<file path="src/rtl/pipe_stage_reg_pkg.sv">
// Shared types and constants for the pipeline boundary registers (package pipe_pkg).
package pipe_pkg;

   typedef enum logic [1:0] {
      ST_RUN    = 2'd0,
      ST_HOLD   = 2'd1,
      ST_BUBBLE = 2'd2,
      ST_FLUSH  = 2'd3
   } stage_state_e;

   localparam logic [31:0] HANDLER_PC_DEFAULT = 32'h0000_4180;

   // MIPS CP0 ExcCode values; 0 doubles as "no exception" in the pipeline
   localparam logic [4:0] EXC_NONE = 5'd0;
   localparam logic [4:0] EXC_INT  = 5'd0;
   localparam logic [4:0] EXC_ADEL = 5'd4;
   localparam logic [4:0] EXC_ADES = 5'd5;
   localparam logic [4:0] EXC_RI   = 5'd10;
   localparam logic [4:0] EXC_OV   = 5'd12;

endpackage

</file>
<file path="src/rtl/pipe_stage_reg_sat_counter.sv">
// Saturating event counter with synchronous clear; only built when PIPE_STAGE_PERF_EN is defined.
`ifdef PIPE_STAGE_PERF_EN
module sat_counter #(
   parameter int W = 16
) (
   input  logic         clk,
   input  logic         reset,
   input  logic         inc_i,
   output logic [W-1:0] count_o
);

   logic [W-1:0] count_q;
   logic [W-1:0] count_d;

   always_comb begin
      count_d = count_q;
      if (inc_i && (count_q != '1)) begin
         count_d = count_q + 1'b1;
      end
   end

   always_ff @(posedge clk) begin
      if (reset) begin
         count_q <= '0;
      end else begin
         count_q <= count_d;
      end
   end

   assign count_o = count_q;

endmodule
`endif

</file>
<file path="src/rtl/pipe_stage_reg.sv">
// Generic pipeline boundary register with hold, bubble, flush and exception merging.
// Optional perf counters (bubble/flush) are enabled by defining PIPE_STAGE_PERF_EN.
module pipe_stage_reg
   import pipe_pkg::*;
#(
   parameter int                   DATA_W         = 128,
   parameter int                   PC_W           = 32,
   parameter int                   EXC_W          = 5,
   parameter logic [PC_W-1:0]      RESET_PC       = '0,
   parameter logic [PC_W-1:0]      HANDLER_PC     = PC_W'(HANDLER_PC_DEFAULT),
   parameter int                   BUBBLE_KEEP_PC = 1
) (
   input  logic              clk,
   input  logic              reset,
   input  logic              en,
   input  logic              stall,
   input  logic              req,
   input  logic              valid_i,
   input  logic [DATA_W-1:0] data_i,
   input  logic [PC_W-1:0]   pc_i,
   input  logic [EXC_W-1:0]  exc_i,
   input  logic [EXC_W-1:0]  exc_new_i,
   input  logic              bd_i,
   output logic              valid_o,
   output logic [DATA_W-1:0] data_o,
   output logic [PC_W-1:0]   pc_o,
   output logic [EXC_W-1:0]  exc_o,
   output logic              bd_o,
   output logic [1:0]        state_o
`ifdef PIPE_STAGE_PERF_EN
   ,
   output logic [15:0]       bubble_cnt_o,
   output logic [15:0]       flush_cnt_o
`endif
);

   logic              valid_q, valid_d;
   logic [DATA_W-1:0] data_q, data_d;
   logic [PC_W-1:0]   pc_q, pc_d;
   logic [EXC_W-1:0]  exc_q, exc_d;
   logic              bd_q, bd_d;
   stage_state_e      state_q, state_d;

   // Flush beats bubble beats advance; anything else holds. Older exception wins the merge.
   always_comb begin
      valid_d = valid_q;
      data_d  = data_q;
      pc_d    = pc_q;
      exc_d   = exc_q;
      bd_d    = bd_q;
      state_d = ST_HOLD;
      if (req) begin
         valid_d = 1'b0;
         data_d  = '0;
         pc_d    = HANDLER_PC;
         exc_d   = '0;
         bd_d    = 1'b0;
         state_d = ST_FLUSH;
      end else if (stall) begin
         valid_d = 1'b0;
         data_d  = '0;
         exc_d   = '0;
         pc_d    = (BUBBLE_KEEP_PC != 0) ? pc_i : '0;
         bd_d    = (BUBBLE_KEEP_PC != 0) ? bd_i : 1'b0;
         state_d = ST_BUBBLE;
      end else if (en) begin
         valid_d = valid_i;
         data_d  = data_i;
         pc_d    = pc_i;
         bd_d    = bd_i;
         exc_d   = !valid_i         ? '0
                 : (exc_i != '0)    ? exc_i
                 :                    exc_new_i;
         state_d = ST_RUN;
      end
   end

   always_ff @(posedge clk) begin
      if (reset) begin
         valid_q <= 1'b0;
         data_q  <= '0;
         pc_q    <= RESET_PC;
         exc_q   <= '0;
         bd_q    <= 1'b0;
         state_q <= ST_RUN;
      end else begin
         valid_q <= valid_d;
         data_q  <= data_d;
         pc_q    <= pc_d;
         exc_q   <= exc_d;
         bd_q    <= bd_d;
         state_q <= state_d;
      end
   end

   assign valid_o = valid_q;
   assign data_o  = data_q;
   assign pc_o    = pc_q;
   assign exc_o   = exc_q;
   assign bd_o    = bd_q;
   assign state_o = state_q;

`ifdef PIPE_STAGE_PERF_EN
   logic bubble_evt;
   logic flush_evt;

   assign bubble_evt = (state_d == ST_BUBBLE);
   assign flush_evt  = (state_d == ST_FLUSH);

   sat_counter #(.W(16)) u_bubble_cnt (
      .clk     (clk),
      .reset   (reset),
      .inc_i   (bubble_evt),
      .count_o (bubble_cnt_o)
   );

   sat_counter #(.W(16)) u_flush_cnt (
      .clk     (clk),
      .reset   (reset),
      .inc_i   (flush_evt),
      .count_o (flush_cnt_o)
   );
`endif

endmodule

</file>
<file path="config.mk">
export PLATFORM = sky130hd
export DESIGN_NAME = pipe_stage_reg
export DESIGN_NICKNAME = d
export VERILOG_FILES = /design/src/rtl/pipe_stage_reg_pkg.sv /design/src/rtl/pipe_stage_reg_sat_counter.sv /design/src/rtl/pipe_stage_reg.sv
export SDC_FILE = /design/constraint.sdc
export NUM_CORES = 1
export LEC_CHECK = 0
export ABC_AREA = 1
export BUFFER_PORTS_ARGS = -buffer_cell sky130_fd_sc_hd__clkbuf_2
export CAP_MARGIN = 20
export CORE_AREA = 5 5 132 134
export CTS_BUF_LIST = sky130_fd_sc_hd__clkbuf_16
export CTS_CLUSTER_SIZE = 20
export DETAILED_ROUTE_END_ITERATION = 10
export DIE_AREA = 0 0 137 139
export GPL_ROUTABILITY_DRIVEN = 1
export PLACE_DENSITY = 0.69
export SLEW_MARGIN = 40
export SYNTH_ARGS = -nofsm -noshare
export SYNTH_HDL_FRONTEND = slang
export SYNTH_SLANG_ARGS = --single-unit
</file>
<file path="constraint.sdc">
create_clock -name clk -period 1.2 [get_ports clk]
set_input_delay 0.12 -clock clk [delete_from_list [all_inputs] [get_ports clk]]
set_output_delay 0.12 -clock clk [all_outputs]
set_load 0.02 [all_outputs]
</file>
# Yosys cells after proc, flatten, opt, wreduce, memory -nomap -nowiden
# Cells that the tools add are included.
# op_classes
add_sub_neg	0
n_mul	0
n_div	0
magnitude_cmp	0
eq_ne	0
n_shift	0
muxes	10
n_bitwise	0
n_reduce_logical	5
# ops
cell	n
$mux W32	2
$mux W15	1
$mux W5	2
$reduce_bool A5 Y1	1
$mux W2	2
$mux W1	3
$reduce_bool A3 Y1	1
$reduce_or A3 Y1	1
$reduce_bool A2 Y1	1
$reduce_or A2 Y1	1
# totals
regBits	169
latchBits	0
mem_bits_rw	0
mem_bits_ro	0
in_bits	177
elab_cells	22
memories	0

# Logic depth before layout (Yosys ltp)
# Gate-level depths: netlist (run 1).
# depth
depth_word	3
mapped_depth	5
ltp_nobuf	5

# Least setup slack after synthesis (run 1)
# Ideal clock, no wire load.
# synth_path
path_kind	input to register
startpoint	input port req
endpoint	register data_q[100], in the netlist data_o[100]
arrival_time_ns	0.716
required_ns	1.130
slack_ns	0.414
cell_stages	5
path_buffers	2
cell_sequence	nor2_4 -> nand2_2 -> buf_6 -> buf_2 -> a21oi_1
# synth_between
elab_chain_cells	1
# synth_rtl
element	line	rtl
start, declared	pipe_stage_reg.sv:17	input logic req,
$reduce_or A3 Y1 (no line)	n/a	
end signal, assigned	pipe_stage_reg.sv:88	data_q <= data_d;
end, declared	pipe_stage_reg.sv:38	logic [DATA_W-1:0] data_q, data_d;
# Every way passes these cells.
# A chain may end at the register's enable or synchronous reset.

# Final worst setup path (run 1)
# layout_path
startpoint	input port reset
endpoint	register data_q[51], in the netlist data_o[51]
# layout_between
elab_chain_cells	1
# layout_rtl
element	line	rtl
start, declared	pipe_stage_reg.sv:14	input logic reset,
$reduce_or A3 Y1 (no line)	n/a	
# Every way passes these cells.

==> flow_summary.toml, run 1 <==
[run_status]
run_status = "complete, no violations"

[min_path]
hold_depth = 5
worst_hold_startpoint = "exc_i[3]"
min_path_type = "primary input to flip-flop"

[layout]
nets = 1427
multi_input_area_mm2 = 0.002198
num_antenna_cells = 0
seq_area_mm2 = 0.003383
fillers = 1282
fin_area_mm2 = 0.01016
syn2layout_area_growth_pct = 72.63
drive_above_1_share = 0.3191
finish.utilization = 0.6280
finalNonFillerCells = 1483

[clock_tree]
cts.clk_slew.worst_paths_ns = 0.07
htreeDepth = 4
clkSinkCount = 169
clkLatencyLatePin_ns = 0.41
cts_root_buffer = "clkbuf_16"
tritoncts = "built"
cts_buffer_depth = 2
cts_made_buffers = 17
post_cts_buffers = 0

[drt]
initialDrtViolationCount = 326
drt-wirelength-per-cell_um = 14.25
ant_nets = 0
dr.pass1.iters = 5
routed_wl_um = 21130
vias_per_cell = 4.630
drc = 0
vias = 6866

[setup_path]
crit_path_start_kind = "primary input"
r2r_start = "data_o[0]"
critPathRequiredTime_ns = 1.54
crit_arrival_ns = 1.45
r2r_cells = 2
cp-end-kind = "flip-flop"
startpoint = "reset"
critPathMaxFanout = 68
path_class = "primary input to flip-flop"

[floorplanning]
fp-row-count = 47
die_h_um = 139
die_area_mm2 = 0.01904
fp.dieW_um = 137
io_pins = 346
initial_core_util = 0.3638
core_area_mm2 = 0.01617

[timing]
setup_tns_ns = 0
finalCritPeriodShare = 0.9238
fin_crit_ns = 1.109
rsz0062_at_grt = "no"
setup_slack_ns = 0.09143
setup_viol = 0
maxSlewViolCount = 0
relSlewSlack = 0.7930
hold_viol = 0
tightest_slew_ns = 0.3105
fin_skew_ns = 0
fmax_mhz = 902.1

[power_and_ir_drop]
power_density_mw_per_mm2 = 1303
irDropWorstVdd_v = 0.0008359
leakage_nw = 4.781

[synth]
yosysSeqAreaShare = 0.5751
ys_warn_count = 0
netlist_area_mm2 = 0.005883
synth_edf_count = 0
syn_area_per_cell_um2 = 7.844
synth_most_common_cell = "nand2_1"
synth_largest_area_cell = "dfxtp_1"
yosys-top-cells-count = "nand2_1, dfxtp_1, a21oi_1"
async_flop_share = 0
synth_nets = 927
syn_inst = 750
synthTopCellsByArea = "dfxtp_1, nand2_1, a21oi_1"
synth_flop_cell = "dfxtp_1"
ys_types = 15
synth_seq_cells = 169
synth.top_cell.area_share = 0.5751

[placement]
dp_hpwl_um = 13460
dpl_cell_area_mm2 = 0.007910
numPortBuffers = 345
place_congestion = 0.8306
dp.cells = 1288
place_ws_ns = 0.1553

[global_routing]
grtUsageTotal = 0.2125
antenna_found_initial = 0
grt_overflow_total = 0
grt_max_degree = 69
first_global_vias = 6798
grt_pass1_wl_um = 33020

[run]
cap_violations = 0
==> worst paths after layout <==
path	slack, ns	to
hold / removal	0.03	exc_o[3]
setup reg to reg	0.55	data_o[0]
hold reg to reg	0.46	data_o[1]
setup / recovery	0.09	data_o[51]
==> routing by layer <==
layer | part of all wire | routed length [µm] | GRT usage
met5 | 0 | 0 | 0
met4 | 0.033 | 702 | 0.1045
met3 | 0.077 | 1624 | 0.06023
met2 | 0.49 | 10390 | 0.3594
met1 | 0.40 | 8411 | 0.2434
==> cells in the final DEF, fill, tap and decap left out, types with 5 or more instances in the layout <==
| master | count |
|---|---|
| a21oi_1 | 136 |
| nand4_1 | 5 |
| clkbuf_16 | 17 |
| dlygate4sd3_1 | 163 |
| clkbuf_2 | 344 |
| buf_4 | 17 |
| inv_1 | 10 |
| buf_12 | 8 |
| nor2_1 | 65 |
| dfxtp_1 | 169 |
| nand2_1 | 274 |
| o21ai_0 | 33 |
==> sequential cells by signal (all words and copies together), names as in the netlist <==
register,count
data_o,128
pc_o,32
bd_o,1
exc_o,5
state_o,2
valid_o,1
==> repair_timing <==
| item | 4_1_cts | 5_1_grt |
|---|---|---|
| hold buffers | 163 | 0 |
| hold endpoints to repair | 164 | 0 |
| gates resized for setup | 0 | 0 |
==> power breakdown <==
group          switching [mW]  total, mW  internal [mW]
Clock                    2.40       5.72           3.32
Combinational           0.846       1.69          0.844
Sequential             0.0725       5.82           5.75
Total                    3.31       13.2           9.92
==> final cells by class <==
class,count,share of cell area
multi-input combinational,519,0.2165
clock inverter,15,0.01860
inverter,11,0.004312
sequential,169,0.3331
clock buffer,17,0.04189
tap,220,0.02710
timing repair buffer,532,0.3585
==> critical path: stages <==
cell and delay (ns):
dlygate4sd3_1 0.54, clkbuf_2 0.15, nor2_4 0.13, nand2_4 0.10, buf_12 0.20, a21oi_1 0.17
==> metrics by stage <==
| stage | power (mW) | hold WS (ns) |
|---|---|---|
| finish | 13.23 | 0.02840 |
| global route | 13.74 | 0.02885 |
| CTS | 13.33 | 0.01249 |
| detailed placement | 7.178 | 0.3579 |
| global placement | 7.173 | 0.3550 |
| floorplan | 6.568 | 0.1891 |
==> cells by family (layout without fill, tap and decap cells) <==
family / after synthesis / count (layout) / share of synthesized area
buf+inv: 62 / 575 / 0.05210
flops: 169 / 169 / 0.5751
compound gates: 169 / 169 / 0.1438
simple gates: 350 / 350 / 0.2291
Note: power is estimated with default switching activity, not from simulation.
==> run 2: changes to the inputs <==
--- a/config.mk
+++ b/config.mk
@@ -14,7 +14,7 @@
 export DETAILED_ROUTE_END_ITERATION = 10
 export DIE_AREA = 0 0 137 139
 export GPL_ROUTABILITY_DRIVEN = 1
-export PLACE_DENSITY = 0.69
+export PLACE_DENSITY = 0.8
 export SLEW_MARGIN = 40
 export SYNTH_ARGS = -nofsm -noshare
 export SYNTH_HDL_FRONTEND = slang
==> constraint.sdc (replaced) <==
create_clock -name clk -period 1.45 [get_ports clk]
set_input_delay 0.145 -clock clk [delete_from_list [all_inputs] [get_ports clk]]
set_output_delay 0.145 -clock clk [all_outputs]
set_load 0.02 [all_outputs]
==> run 2 against run 1 <==
Effect of this change: power is 20% lower; hold slack worse by 0.015 ns; first-iteration DRC count is 8.3% lower; wire length is 5.8% higher; largest power group unchanged.
==> flow_summary.toml, run 2 (same netlist as run 1, synthesis figures left out) <==
[drt]
ant_nets = 0
vias_per_cell = 4.787
initialDrtViolationCount = 299
routed_wl_um = 22350
drt-wirelength-per-cell_um = 15.24
drc = 0
vias = 7022
dr.pass1.iters = 4

[placement]
dpl_cell_area_mm2 = 0.007810
numPortBuffers = 345
place_congestion = 0.8120
dp_hpwl_um = 13150

[layout]
mostFrequentLayoutCells = "clkbuf_2, nand2_1, dfxtp_1"
syn2layout_area_growth_pct = 69.40
drive_above_1_share = 0.3144
nets = 1412
final_common_cell = "clkbuf_2"
num_antenna_cells = 0
largest_reg_flops = 128
fillers = 1257
fin_area_mm2 = 0.009966

[min_path]
worst_hold_startpoint = "pc_i[22]"
holdPathEnd = "pc_o[22]"
min_path_type = "primary input to flip-flop"
hold_depth = 3

[power_and_ir_drop]
power_density_mw_per_mm2 = 1067
irDropWorstVdd_v = 0.0009281
leakage_nw = 4.684

[floorplanning]
core_area_mm2 = 0.01617
initial_core_util = 0.3638
die_area_mm2 = 0.01904
die_h_um = 139
fp.dieW_um = 137
fp-row-count = 47
io_pins = 346

[timing]
setup_tns_ns = 0
tightest_slew_ns = 0.3551
setup_viol = 0
maxSlewViolCount = 0
fmax_mhz = 832.2
hold_viol = 0
fin_skew_ns = 0
relSlewSlack = 0.7633
holdWs_ns = 0.01382
finalCritPeriodShare = 0.8287
rsz0062_at_grt = "no"
fin_crit_ns = 1.202

[setup_path]
cp-end-kind = "flip-flop"
crit_arrival_ns = 1.53
timing.rr.end = "data_o[32]"
path_class = "primary input to flip-flop"
r2r_slack_ns = 0.74
critPathRequiredTime_ns = 1.78
crit_path_start_kind = "primary input"
critPathMaxFanout = 68
r2r_cells = 2
r2r_start = "data_o[32]"

[clock_tree]
cts_root_buffer = "clkbuf_16"
cts_buffer_depth = 2
tritoncts = "built"
cts_resized = 0
htreeDepth = 4
clkSinkCount = 169
clkLatencyLatePin_ns = 0.41
cts.clk_slew.worst_paths_ns = 0.07
cts_made_buffers = 17
post_cts_buffers = 0

[global_routing]
grt_pass1_wl_um = 35000
first_global_vias = 7136
grtUsageTotal = 0.2259
grt_max_degree = 77
antenna_found_initial = 0
grt_overflow_total = 0

[run]
cap_violations = 0

[run_status]
run_status = "complete, no violations"
==> run 2: area by class of cell <==
class / instances / area, µm² / area share
multi-input combinational: 519 / 2198 / 0.2206
clock inverter: 14 / 148.9 / 0.01494
inverter: 11 / 43.79 / 0.004394
sequential: 169 / 3383 / 0.3395
timing repair buffer: 517 / 3491 / 0.3503
clock buffer: 17 / 425.4 / 0.04269
tap: 220 / 275.3 / 0.02762
==> run 2: per-layer routing <==
layer | wire length (µm) | global-route usage | vias up
li1 | - | - | 3373
met3 | 2168 | 0.07765 | 93
met4 | 1009 | 0.1203 | 0
met1 | 8450 | 0.2530 | 3188
met5 | 0 | 0 | -
met2 | 10730 | 0.3746 | 368
==> run 2: worst max-delay path by stage <==
stage,cells past startpoint,start,slack (ns),end
2_1_floorplan,5,req,0.64,data_o[100]
3_3_place_gp,6,en,0.34,exc_o[1]
3_5_place_dp,6,en,0.30,exc_o[1]
4_1_cts,1,data_o[3],0.28,data_o[3]
5_1_grt,6,reset,0.22,data_o[32]
6_report,6,reset,0.25,data_o[90]
==> run 2: timing repair <==
item / in CTS / in global routing
endpoints found under the hold margin: 159 / 0
hold buffers: 158 / 0
endpoints found under the setup margin: 0 / 0
==> run 2: per-stage QoR <==
step                        util  std cells  power (mW)  setup slack (ns)
after floorplan                -        750       5.436            0.6393
after global placement    0.4829       1278       5.900            0.3392
after detailed placement  0.4829       1278       5.911            0.3035
after CTS                 0.6162       1467       10.70            0.2829
after global routing      0.6162       1467       11.05            0.2192
final                     0.6162       1467       10.63            0.2483
==> run 2: report_power, final <==
part	total (mW)	switching (mW)	internal, mW
combinational	1.37	0.707	0.667
sequential	4.82	0.0625	4.76
clock	4.44	1.90	2.54
total	10.6	2.67	7.97
==> run 2: worst max-delay path, cell delays in order <==
cell	delay (ns)
dlygate4sd3_1	0.54
clkbuf_2	0.16
nor2_4	0.15
nand2_4	0.09
buf_12	0.19
a21oi_1	0.20
